[src/rtl/fetch_pkg.sv]
// Shared types and constants for the instruction fetch sequencer.
package fetch_pkg;

  localparam logic [31:0] RESET_PC_DEF = 32'h0000_0000;
  localparam logic [31:0] INSTR_NOP    = 32'h0000_0013;

  typedef struct packed {
    logic [31:0] pc;
    logic [31:0] instr;
  } fetch_entry_t;

  function automatic logic [31:0] align_word(input logic [31:0] a);
    return a & 32'hFFFF_FFFC;
  endfunction

endpackage

[src/rtl/fetch_fifo.sv]
// DEPTH-entry synchronous prefetch FIFO with flush; flush overrides push/pop.
module fetch_fifo
  import fetch_pkg::*;
#(
  parameter int DEPTH = 2
) (
  input  logic                       clk,
  input  logic                       reset,
  input  logic                       flush,
  input  logic                       push,
  input  logic                       pop,
  input  fetch_entry_t               wdata,
  output fetch_entry_t               rdata,
  output logic [$clog2(DEPTH):0]     count
);

  localparam int PW = $clog2(DEPTH);

  fetch_entry_t   mem [DEPTH];
  logic [PW-1:0]  wr_ptr;
  logic [PW-1:0]  rd_ptr;

  always_ff @(posedge clk or posedge reset) begin
    if (reset) begin
      wr_ptr <= '0;
      rd_ptr <= '0;
      count  <= '0;
    end else if (flush) begin
      wr_ptr <= '0;
      rd_ptr <= '0;
      count  <= '0;
    end else begin
      if (push) wr_ptr <= wr_ptr + 1'b1;
      if (pop)  rd_ptr <= rd_ptr + 1'b1;
      case ({push, pop})
        2'b10:   count <= count + 1'b1;
        2'b01:   count <= count - 1'b1;
        default: count <= count;
      endcase
    end
  end

  always_ff @(posedge clk) begin
    if (push && !flush) mem[wr_ptr] <= wdata;
  end

  assign rdata = mem[rd_ptr];

endmodule

[src/rtl/fetch_controller.sv]
// Instruction fetch sequencer: PC, one-deep memory read tracking, prefetch FIFO with response bypass.
// Optional sticky misaligned-redirect flag when FETCH_MISALIGN_CHECK_EN is defined.
module fetch_controller
  import fetch_pkg::*;
#(
  parameter logic [31:0] RESET_PC = RESET_PC_DEF,
  parameter int          ADDR_W   = 10,
  parameter int          DEPTH    = 2
) (
  input  logic              clk,
  input  logic              reset,
  output logic              imem_req,
  output logic [ADDR_W-1:0] imem_addr,
  input  logic [31:0]       imem_rdata,
  input  logic              redirect_valid,
  input  logic [31:0]       redirect_pc,
  output logic              out_valid,
  input  logic              out_ready,
  output logic [31:0]       out_instr,
  output logic [31:0]       out_pc
`ifdef FETCH_MISALIGN_CHECK_EN
  ,
  output logic              misalign_err
`endif
);

  localparam int CW = $clog2(DEPTH) + 1;

  logic [31:0]   pc;
  logic [31:0]   pc_p1;
  logic          vld_p1;
  logic [CW-1:0] occ;
  logic [CW:0]   budget;
  logic          resp_vld;
  logic          fifo_vld;
  logic          pop;
  logic          fifo_push;
  logic          fifo_pop;
  logic          issue;
  fetch_entry_t  resp_entry;
  fetch_entry_t  fifo_head;
  fetch_entry_t  head;
  fetch_entry_t  last_q;

  // Stage p0: issue decision and memory request
  assign budget    = (CW+1)'(occ) + (CW+1)'(vld_p1) - (CW+1)'(pop);
  assign issue     = !reset && !redirect_valid && (budget < (CW+1)'(DEPTH));
  assign imem_req  = issue;
  assign imem_addr = issue ? pc[ADDR_W+1:2] : '0;

  always_ff @(posedge clk or posedge reset) begin
    if (reset) begin
      pc     <= RESET_PC;
      vld_p1 <= 1'b0;
    end else begin
      if (redirect_valid) pc <= align_word(redirect_pc);
      else if (issue)     pc <= pc + 32'd4;
      vld_p1 <= issue;
    end
  end

  always_ff @(posedge clk) begin
    if (issue) pc_p1 <= pc;
  end

  // Stage p1: response arrives; presented directly when the FIFO is empty
  assign resp_entry = '{pc: pc_p1, instr: imem_rdata};
  assign resp_vld   = vld_p1 && !redirect_valid;
  assign fifo_vld   = (occ != '0);
  assign out_valid  = fifo_vld || resp_vld;
  assign pop        = out_valid && out_ready;
  assign fifo_pop   = pop && fifo_vld;
  assign fifo_push  = resp_vld && !(pop && !fifo_vld);
  assign head       = fifo_vld ? fifo_head : resp_entry;

  fetch_fifo #(
    .DEPTH (DEPTH)
  ) u_fifo (
    .clk   (clk),
    .reset (reset),
    .flush (redirect_valid),
    .push  (fifo_push),
    .pop   (fifo_pop),
    .wdata (resp_entry),
    .rdata (fifo_head),
    .count (occ)
  );

  // Output hold: last presented entry stays visible while nothing is valid
  always_ff @(posedge clk or posedge reset) begin
    if (reset)          last_q <= '0;
    else if (out_valid) last_q <= head;
  end

  always_comb begin
    out_pc    = last_q.pc;
    out_instr = last_q.instr;
    if (out_valid) begin
      out_pc    = head.pc;
      out_instr = head.instr;
    end
  end

`ifdef FETCH_MISALIGN_CHECK_EN
  always_ff @(posedge clk or posedge reset) begin
    if (reset)               misalign_err <= 1'b0;
    else if (redirect_valid) misalign_err <= |redirect_pc[1:0];
  end
`endif

endmodule

[config.mk]
export PLATFORM = sky130hd
export DESIGN_NAME = fetch_controller
export DESIGN_NICKNAME = d
export VERILOG_FILES = /design/src/rtl/fetch_pkg.sv /design/src/rtl/fetch_fifo.sv /design/src/rtl/fetch_controller.sv
export SDC_FILE = /design/constraint.sdc
export NUM_CORES = 1
export LEC_CHECK = 0
export BUFFER_PORTS_ARGS = -buffer_cell sky130_fd_sc_hd__buf_4
export CAP_MARGIN = 15
export CORE_MARGIN = 10
export CORE_UTILIZATION = 48
export DETAILED_ROUTE_END_ITERATION = 16
export PLACE_DENSITY_LB_ADDON = 0.25
export RECOVER_POWER = 100
export SETUP_SLACK_MARGIN = 0.05
export SLEW_MARGIN = 15
export SYNTH_ARGS = -nofsm -noshare
export SYNTH_HDL_FRONTEND = slang
export SYNTH_SLANG_ARGS = --single-unit
[constraint.sdc]
create_clock -name clk -period 5.05 [get_ports clk]
set_input_delay 0 -clock clk [delete_from_list [all_inputs] [get_ports clk]]
set_output_delay 0 -clock clk [all_outputs]
set_load 0.01 [all_outputs]
## Yosys cells after proc, flatten, opt, wreduce, memory -nomap -nowiden

Memories as Yosys holds them, arrays and structs flattened.
Index checks and enable logic that the tools add are counted.

| cells by class | value |
|---|---|
| add/sub/neg operators | 7 |
| muxes and demuxes | 14 |
| equal/unequal tests | 2 |
| $lt $le $gt $ge | 1 |
| reduce and logical (&&, ||, !) cells | 18 |

Operators by type and width:

| kind | count |
|---|---|
| 2-to-1 mux 32 bit | 4 |
| 2-to-1 mux 64 bit | 1 |
| adder 32 x 3 -> 32 bit (second input constant) | 1 |
| 2-to-1 mux 10 bit | 1 |
| logical AND 1 bit | 8 |
| nonzero test 2 bit | 4 |
| 2-to-1 mux 1 bit | 6 |
| zero test 1 bit | 4 |
| one-hot mux 2 bit (2 select lines) | 1 |
| adder 2 x 1 -> 3 bit | 1 |
| < comparator 3 x 2 -> 1 bit (second input constant) | 1 |
| nonzero test 3 bit | 1 |
| subtractor 3 x 1 -> 3 bit | 1 |
| adder 1 bit (second input constant) | 2 |
| adder 2 x 1 -> 2 bit (second input constant) | 1 |
| equality test 2 x 1 -> 1 bit (second input constant) | 1 |
| equality test 2 bit (second input constant) | 1 |
| 2-to-1 mux 2 bit | 1 |
| subtractor 2 x 1 -> 2 bit (second input constant) | 1 |
| logical OR 1 bit | 1 |

| word-level totals | value |
|---|---|
| memories | 1 |
| flip-flop bits (word level) | 133 |
| bits in writable memories | 128 |
| output and inout port bits | 76 |
| word-level logic and storage cells | 51 |
| bits of input ports | 68 |

Memory list:

| name | depth | width | read ports | clocked after Yosys merged registers in | wr ports | line | source |
|---|---|---|---|---|---|---|---|
| u_fifo.mem | 2 | 64 | 1 | 0 | 1 | fetch_fifo.sv:19 | `fetch_entry_t mem [DEPTH];` |

## Depth between registers and ports, before layout

| logic depth | value |
|---|---|
| depth in word-level cells | 10 |
| gate-level depth with buffers | 14 |
| depth with buffers taken out | 11 |

## Modules after synthesis

Synthesis repeated with hierarchy kept, for this count alone.

| unflattened totals | value |
|---|---|
| cell total of the unflattened synthesis | 764 |
| area total of the unflattened synthesis | 10831.6 sq um |

Modules (own cells, without submodules):

| module | area an instance (sq um) | instances | seq. area each (sq um) | cells an instance |
|---|---|---|---|---|
| fetch_controller | 5799.3 | 1 | 3278.1 | 545 |
| fetch_fifo | 5032.3 | 1 | 3943.8 | 219 |

## Worst setup path after synthesis

OpenSTA, ideal clock, no wires.

| path | value |
|---|---|
| path type | reg2reg |
| start | reg u_fifo.count[1] |
| end | mem u_fifo.mem[0][0] in the netlist's numbering (enable) |
| library setup time | 0.490 ns |
| required time | 4.560 ns |
| slack | 0.739 ns |
| stages on the path, launching flop included | 6 |
| period minus slack after synthesis | 4.311 ns |
| path buffers | 2 |
| arrival | 3.822 ns |
| path through | dfrtp_1 > buf_2 > nor2_1 > clkbuf_1 > a21oi_1 > nor2b_1 |

| between the ends | value |
|---|---|
| cells in the longest elaborated chain, start to end | 9 |
| elaborated cells on any way between the ends | 10 |
| classes of those cells | mux: 2; reduce/logical: 8 |

Ends and longest elaborated chain:

| what | line | source |
|---|---|---|
| from (decl) | fetch_fifo.sv:14 | `output logic [$clog2(DEPTH):0] count` |
| from (signal assigned) | fetch_fifo.sv:36 | `2'b10: count <= count + 1'b1;` |
| from (signal assigned) | fetch_fifo.sv:37 | `2'b01: count <= count - 1'b1;` |
| from (signal assigned) | fetch_fifo.sv:38 | `default: count <= count;` |
| nonzero test 2 bit (*) | fetch_controller.sv:69 | `assign fifo_vld = (occ != '0);` |
| logical OR 1 bit | fetch_controller.sv:70 | `assign out_valid = fifo_vld \|\| resp_vld;` |
| logical AND 1 bit | fetch_controller.sv:71 | `assign pop = out_valid && out_ready;` |
| logical AND 1 bit (*) | fetch_controller.sv:73 | `assign fifo_push = resp_vld && !(pop && !fifo_vld);` |
| zero test 1 bit (*) | fetch_controller.sv:73 |  |
| logical AND 1 bit (*) | fetch_controller.sv:73 |  |
| logical AND 1 bit (*) | fetch_fifo.sv:44 | `if (push && !flush) mem[wr_ptr] <= wdata;` |
| 2-to-1 mux 1 bit (*) | fetch_fifo.sv:44 |  |
| 2-to-1 mux 1 bit (implied by the code) (*) | fetch_fifo.sv:44 |  |
| to (decl) | fetch_fifo.sv:19 |  |

Every way passes the cells marked *; elsewhere a longest branch is shown, timed or not.

## Worst setup path after layout

| path | value |
|---|---|
| start | reg u_fifo.count[1] |
| end | reg pc[3] |

| between the ends | value |
|---|---|
| cells in the longest elaborated chain, start to end | 7 |
| elaborated cells on any way between the ends | 8 |
| classes of those cells | add/sub: 2; order compare: 1; reduce/logical: 5 |

Ends and longest elaborated chain:

| what | line | source |
|---|---|---|
| branches (longest 3 deep; another with adder 2 x 1 -> 3 bit) | - |  |
| subtractor 3 x 1 -> 3 bit (*) | fetch_controller.sv:46 | `assign budget = (CW+1)'(occ) + (CW+1)'(vld_p1) - (CW+1)'(pop);` |
| < comparator 3 x 2 -> 1 bit (*) | fetch_controller.sv:47 | `assign issue = !reset && !redirect_valid && (budget < (CW+1)'(DEPTH));` |
| logical AND 1 bit (*) | fetch_controller.sv:47 |  |
| nonzero test 2 bit (no source line) (*) | - |  |
| to (signal assigned) | fetch_controller.sv:56 | `if (redirect_valid) pc <= align_word(redirect_pc);` |
| to (signal assigned) | fetch_controller.sv:57 | `else if (issue) pc <= pc + 32'd4;` |
| to (decl) | fetch_controller.sv:29 | `logic [31:0] pc;` |

Mark *: on every way between the ends.
A chain may end at the register's enable or synchronous reset.

==> results_tabular.tex <==
\begin{tabular}{lr}
\hline
Metric & Value \\
\hline
\multicolumn{2}{l}{\textbf{Worst setup path}} \\
\quad Dominant delay contributor by cell family on the critical path & buffers and inverters \\
\quad Slowest stage delay, CP & 0.61 ns \\
\quad Cell-by-cell listing of the critical path & or2\_0, a21oi\_4, nor2b\_1, ha\_1, nand2b\_1, fa\_1, nor3b\_1, buf\_4, nand2\_1, inv\_2, mux2i\_1, o21ai\_0, dlygate4sd3\_1 \\
\quad Category of the most critical setup path & reg2reg \\
\quad Crit path max-delay cell type & sky130\_fd\_sc\_hd\_\_inv\_2 \\
\quad Crit end category & register \\
\quad CP Max Fanout & 42 \\
\quad CP bufs+invs & 3 \\
\quad Data required time of the worst path & 5.45 ns \\
\quad Endpoint arrival time on the critical path & 4.66 ns \\
\quad Startpoint type of the worst setup path & register \\
\multicolumn{2}{l}{\textbf{Die}} \\
\quad Overall die width & 167 µm \\
\quad Initial Util & 0.492 \\
\quad Floorplan die area & 28000 µm² \\
\quad Ports placed on the boundary & 144 \\
\quad Floorplan row count & 53 \\
\quad Vertical extent of the die & 167 µm \\
\quad Core Box Area & 21200 µm² \\
\multicolumn{2}{l}{\textbf{Finish}} \\
\quad Count of placed standard cells in the final layout, fillers left out & 1344 \\
\quad Share of cells above drive strength 1 & 0.0814 \\
\quad Footprint of the flip-flops and latches & 7050 µm² \\
\quad Filler cells & 1703 \\
\quad Area growth, synth to finish & 23.6\% \\
\quad Design area & 12900 µm² \\
\quad Multi-input logic area & 3130 µm² \\
\quad Post-layout net count & 1120 \\
\quad Number of inserted diodes & 0 \\
\multicolumn{2}{l}{\textbf{Logic synthesis}} \\
\quad Most area-hungry cell type in the Yosys netlist & sky130\_fd\_sc\_hd\_\_edfxtp\_1 \\
\quad Most frequent cell after synthesis & sky130\_fd\_sc\_hd\_\_edfxtp\_1 \\
\quad Share of flip-flops with an asynchronous set or reset & 0.386 \\
\quad Post-synthesis cell area & 10400 µm² \\
\quad Synthesized area per cell & 12.4 µm² \\
\quad EDFF count, synth & 154 \\
\quad Area share of the largest cell type after synthesis & 0.444 \\
\quad Largest cells by area after synthesis & sky130\_fd\_sc\_hd\_\_edfxtp\_1, sky130\_fd\_sc\_hd\_\_dfrtp\_1, sky130\_fd\_sc\_hd\_\_mux2i\_1, sky130\_fd\_sc\_hd\_\_nand2\_1, sky130\_fd\_sc\_hd\_\_a21oi\_1 \\
\quad Most numerous cell types in the synthesized netlist & sky130\_fd\_sc\_hd\_\_edfxtp\_1, sky130\_fd\_sc\_hd\_\_nand2\_1, sky130\_fd\_sc\_hd\_\_dfrtp\_1 \\
\quad Number of warnings issued by yosys & 0 \\
\quad Flop and latch count out of synthesis & 251 \\
\quad Dominant synthesized flop cell & sky130\_fd\_sc\_hd\_\_edfxtp\_1 \\
\quad Part of the Yosys area used for sequential elements & 0.678 \\
\quad Cells after Synth & 841 \\
\quad Count of different cell masters after synthesis & 56 \\
\multicolumn{2}{l}{\textbf{Global route}} \\
\quad Overall Global Routing Usage & 0.169 \\
\quad Initial antenna violation count & 0 \\
\quad First-pass GRT wire length & 39900 µm \\
\quad Number of global-route vias before repair & 7503 \\
\quad Largest net degree at the start of global routing & 121 \\
\quad Sum of overflow across all layers after global routing & 0 \\
\multicolumn{2}{l}{\textbf{Detailed routing}} \\
\quad Count of nets left with antenna violations after detail routing & 0 \\
\quad Detailed-route DRC error count & 0 \\
\quad Routed wire length per instance & 18.2 µm \\
\quad Via/cell ratio & 5.47 \\
\quad Via count & 7350 \\
\quad Starting DRC count in detailed routing & 692 \\
\quad Drt pass-1 iters & 7 \\
\quad Final wirelength & 24400 µm \\
\multicolumn{2}{l}{\textbf{Power and ir drop}} \\
\quad Power, Total & 5.13 mW \\
\quad Maximum ir drop on the vdd rail & 0.000199 V \\
\quad Static Leakage & 4.68 nW \\
\quad P per Cell Area & 399 nW/µm² \\
\multicolumn{2}{l}{\textbf{Placed design}} \\
\quad Post-placement cell area & 11700 µm² \\
\quad Total half-perimeter wirelength after legalization and detailed placement & 15500 µm \\
\quad Pre-CTS setup slack & 1.28 ns \\
\quad Number of input and output port buffers inserted & 139 \\
\quad Placer's final routability congestion estimate & 0.875 \\
\quad Cell Count Post-Placement & 1218 \\
\multicolumn{2}{l}{\textbf{STA}} \\
\quad Slew margin rel. & -0.715 \\
\quad Worst Slack Setup Final & 0.788 ns \\
\quad Post-route fraction of the period consumed by the critical path & 0.844 \\
\quad Max-slew violations & 321 \\
\quad Maximum frequency from static timing analysis & 235 MHz \\
\quad Worst clock skew & 0.00833 ns \\
\quad Tightest Pin Transition & 2.57 ns \\
\quad Final hold vios & 0 \\
\quad Final setup TNS & 0 ns \\
\quad \# setup viols final & 0 \\
\quad RSZ-0062 raised after global routing & no \\
\quad Minimum clock period & 4.26 ns \\
\multicolumn{2}{l}{\textbf{Clocking}} \\
\quad Clock transition at the register clock pins on the worst setup and hold paths after CTS & 0.06 ns \\
\quad Clock net sink count & 251 \\
\quad Maximum count of clock buffers along a single path & 3 \\
\quad Latest clock arrival within the worst-skew pair & 0.51 ns \\
\quad Number of levels the H-tree was split into & 1 \\
\quad Root buffer selected by CTS & sky130\_fd\_sc\_hd\_\_clkbuf\_16 \\
\quad Number of buffers added by the clock tree synthesis step & 27 \\
\quad CTS tree & built \\
\multicolumn{2}{l}{\textbf{Run status}} \\
\quad Run status & complete, but fails checks \\
\quad Failing checks & capacitance limit, slew limit \\
\multicolumn{2}{l}{\textbf{Worst hold path}} \\
\quad Class of the most critical hold timing path & in2reg \\
\multicolumn{2}{l}{\textbf{Job}} \\
\quad Reported max-cap violation count & 6 \\
\hline
\end{tabular}
[cell type report]
type	instances	area share
clock inverter	8	0.00506
clock buffer	41	0.0582
inverter	9	0.00272
multi-input combinational	533	0.243
timing repair buffer	227	0.115
sequential	251	0.548
tap	275	0.0268
[per-stage QoR]
stage / hold slack, ns / utilization
2_1_floorplan: 0.0989 / -
3_5_place_dp: 0.0897 / 0.553
6_report: 0.243 / 0.608
3_3_place_gp: 0.0803 / 0.553
5_1_grt: 0.237 / 0.608
4_1_cts: 0.0878 / 0.628
[cells by family after synthesis]
group                    share of synthesized area
flip-flops                                   0.678
other                                     0.000360
AO/OA/AOI/OAI                                0.104
multiplexers                                0.0617
buffers and inverters                       0.0228
adder cells (fa/ha/maj)                    0.00433
AND/OR/NAND/NOR                              0.123
XOR/XNOR                                   0.00577
[metal layers]
| layer | GRT usage | part of all wire | up-vias |
|---|---|---|---|
| met3 | 0.0389 | 0.068 | 23 |
| met5 | 0 | 0 | - |
| met1 | 0.227 | 0.45 | 3527 |
| met2 | 0.275 | 0.47 | 258 |
| li1 | - | - | 3542 |
| met4 | 0.0375 | 0.011 | 0 |
[registers in the layout, indices dropped and copies added, names as in the netlist]
register and count:
last_q 62, pc 30, u_fifo.rd_ptr 1, pc_p1 30, u_fifo.mem 124, u_fifo.count 2
vld_p1 1, u_fifo.wr_ptr 1
[placed cells by master, fill, tap and decap left out, types with 3 or more instances in the layout]
master                            n
sky130_fd_sc_hd__clkinv_1         3
sky130_fd_sc_hd__buf_4           37
sky130_fd_sc_hd__o211ai_1        16
sky130_fd_sc_hd__clkinv_2         3
sky130_fd_sc_hd__o21ai_0         68
sky130_fd_sc_hd__o311ai_0        13
sky130_fd_sc_hd__a21oi_1         65
sky130_fd_sc_hd__nor2_1          73
sky130_fd_sc_hd__and4_1           4
sky130_fd_sc_hd__clkbuf_1       119
sky130_fd_sc_hd__mux2i_1         63
sky130_fd_sc_hd__and3_1          11
sky130_fd_sc_hd__edfxtp_1       154
sky130_fd_sc_hd__nor2b_1          5
sky130_fd_sc_hd__nor4_1           6
sky130_fd_sc_hd__nand3_1         24
sky130_fd_sc_hd__dfrtp_1         97
sky130_fd_sc_hd__a22oi_1          9
sky130_fd_sc_hd__nand2_1        103
sky130_fd_sc_hd__inv_1            6
sky130_fd_sc_hd__clkbuf_2         5
sky130_fd_sc_hd__xor2_1           3
sky130_fd_sc_hd__or4_1           10
sky130_fd_sc_hd__nand4_1         12
sky130_fd_sc_hd__nor3_1           6
sky130_fd_sc_hd__clkbuf_16       27
sky130_fd_sc_hd__dlygate4sd3_1   77
[what timing repair did]
action / in CTS / in global routing
setup buffers: 0 / 0
endpoints found under the hold margin: 163 / 0
setup endpoints to repair: 0 / 0
resized for setup: 0 / 0
hold buffers: 77 / 0
[final timing paths]
kind / startpoint / end / slack (ns) / depth (start not counted)
max: u_fifo.count[1] / pc[3] / 0.79 / 13
max in group asynchronous: reset / last_q[14] / 2.18 / 4
max reg2reg: u_fifo.count[1] / pc[3] / 0.79 / 13
min: redirect_pc[4] / pc[4] / 0.24 / 4
min in group asynchronous: reset / u_fifo.count[1] / 0.53 / 3
min reg2reg: pc_p1[11] / u_fifo.mem[0][43] / 0.48 / 0
[report_power, final]
part           total, mW  switching (mW)  leakage (nW)  internal (mW)
registers           2.55           0.126          2.61           2.42
clock network       1.81           0.739         0.396           1.07
logic              0.774           0.500          1.68          0.274
total               5.13            1.37          4.68           3.76
[worst min-delay path: cells and delay by family]
kind | cells | cell delay, ns
buf+inv | 2 | 0.63
compound gates | 1 | 0.05
simple gates | 1 | 0.05
(Power assumes the default switching activity.)
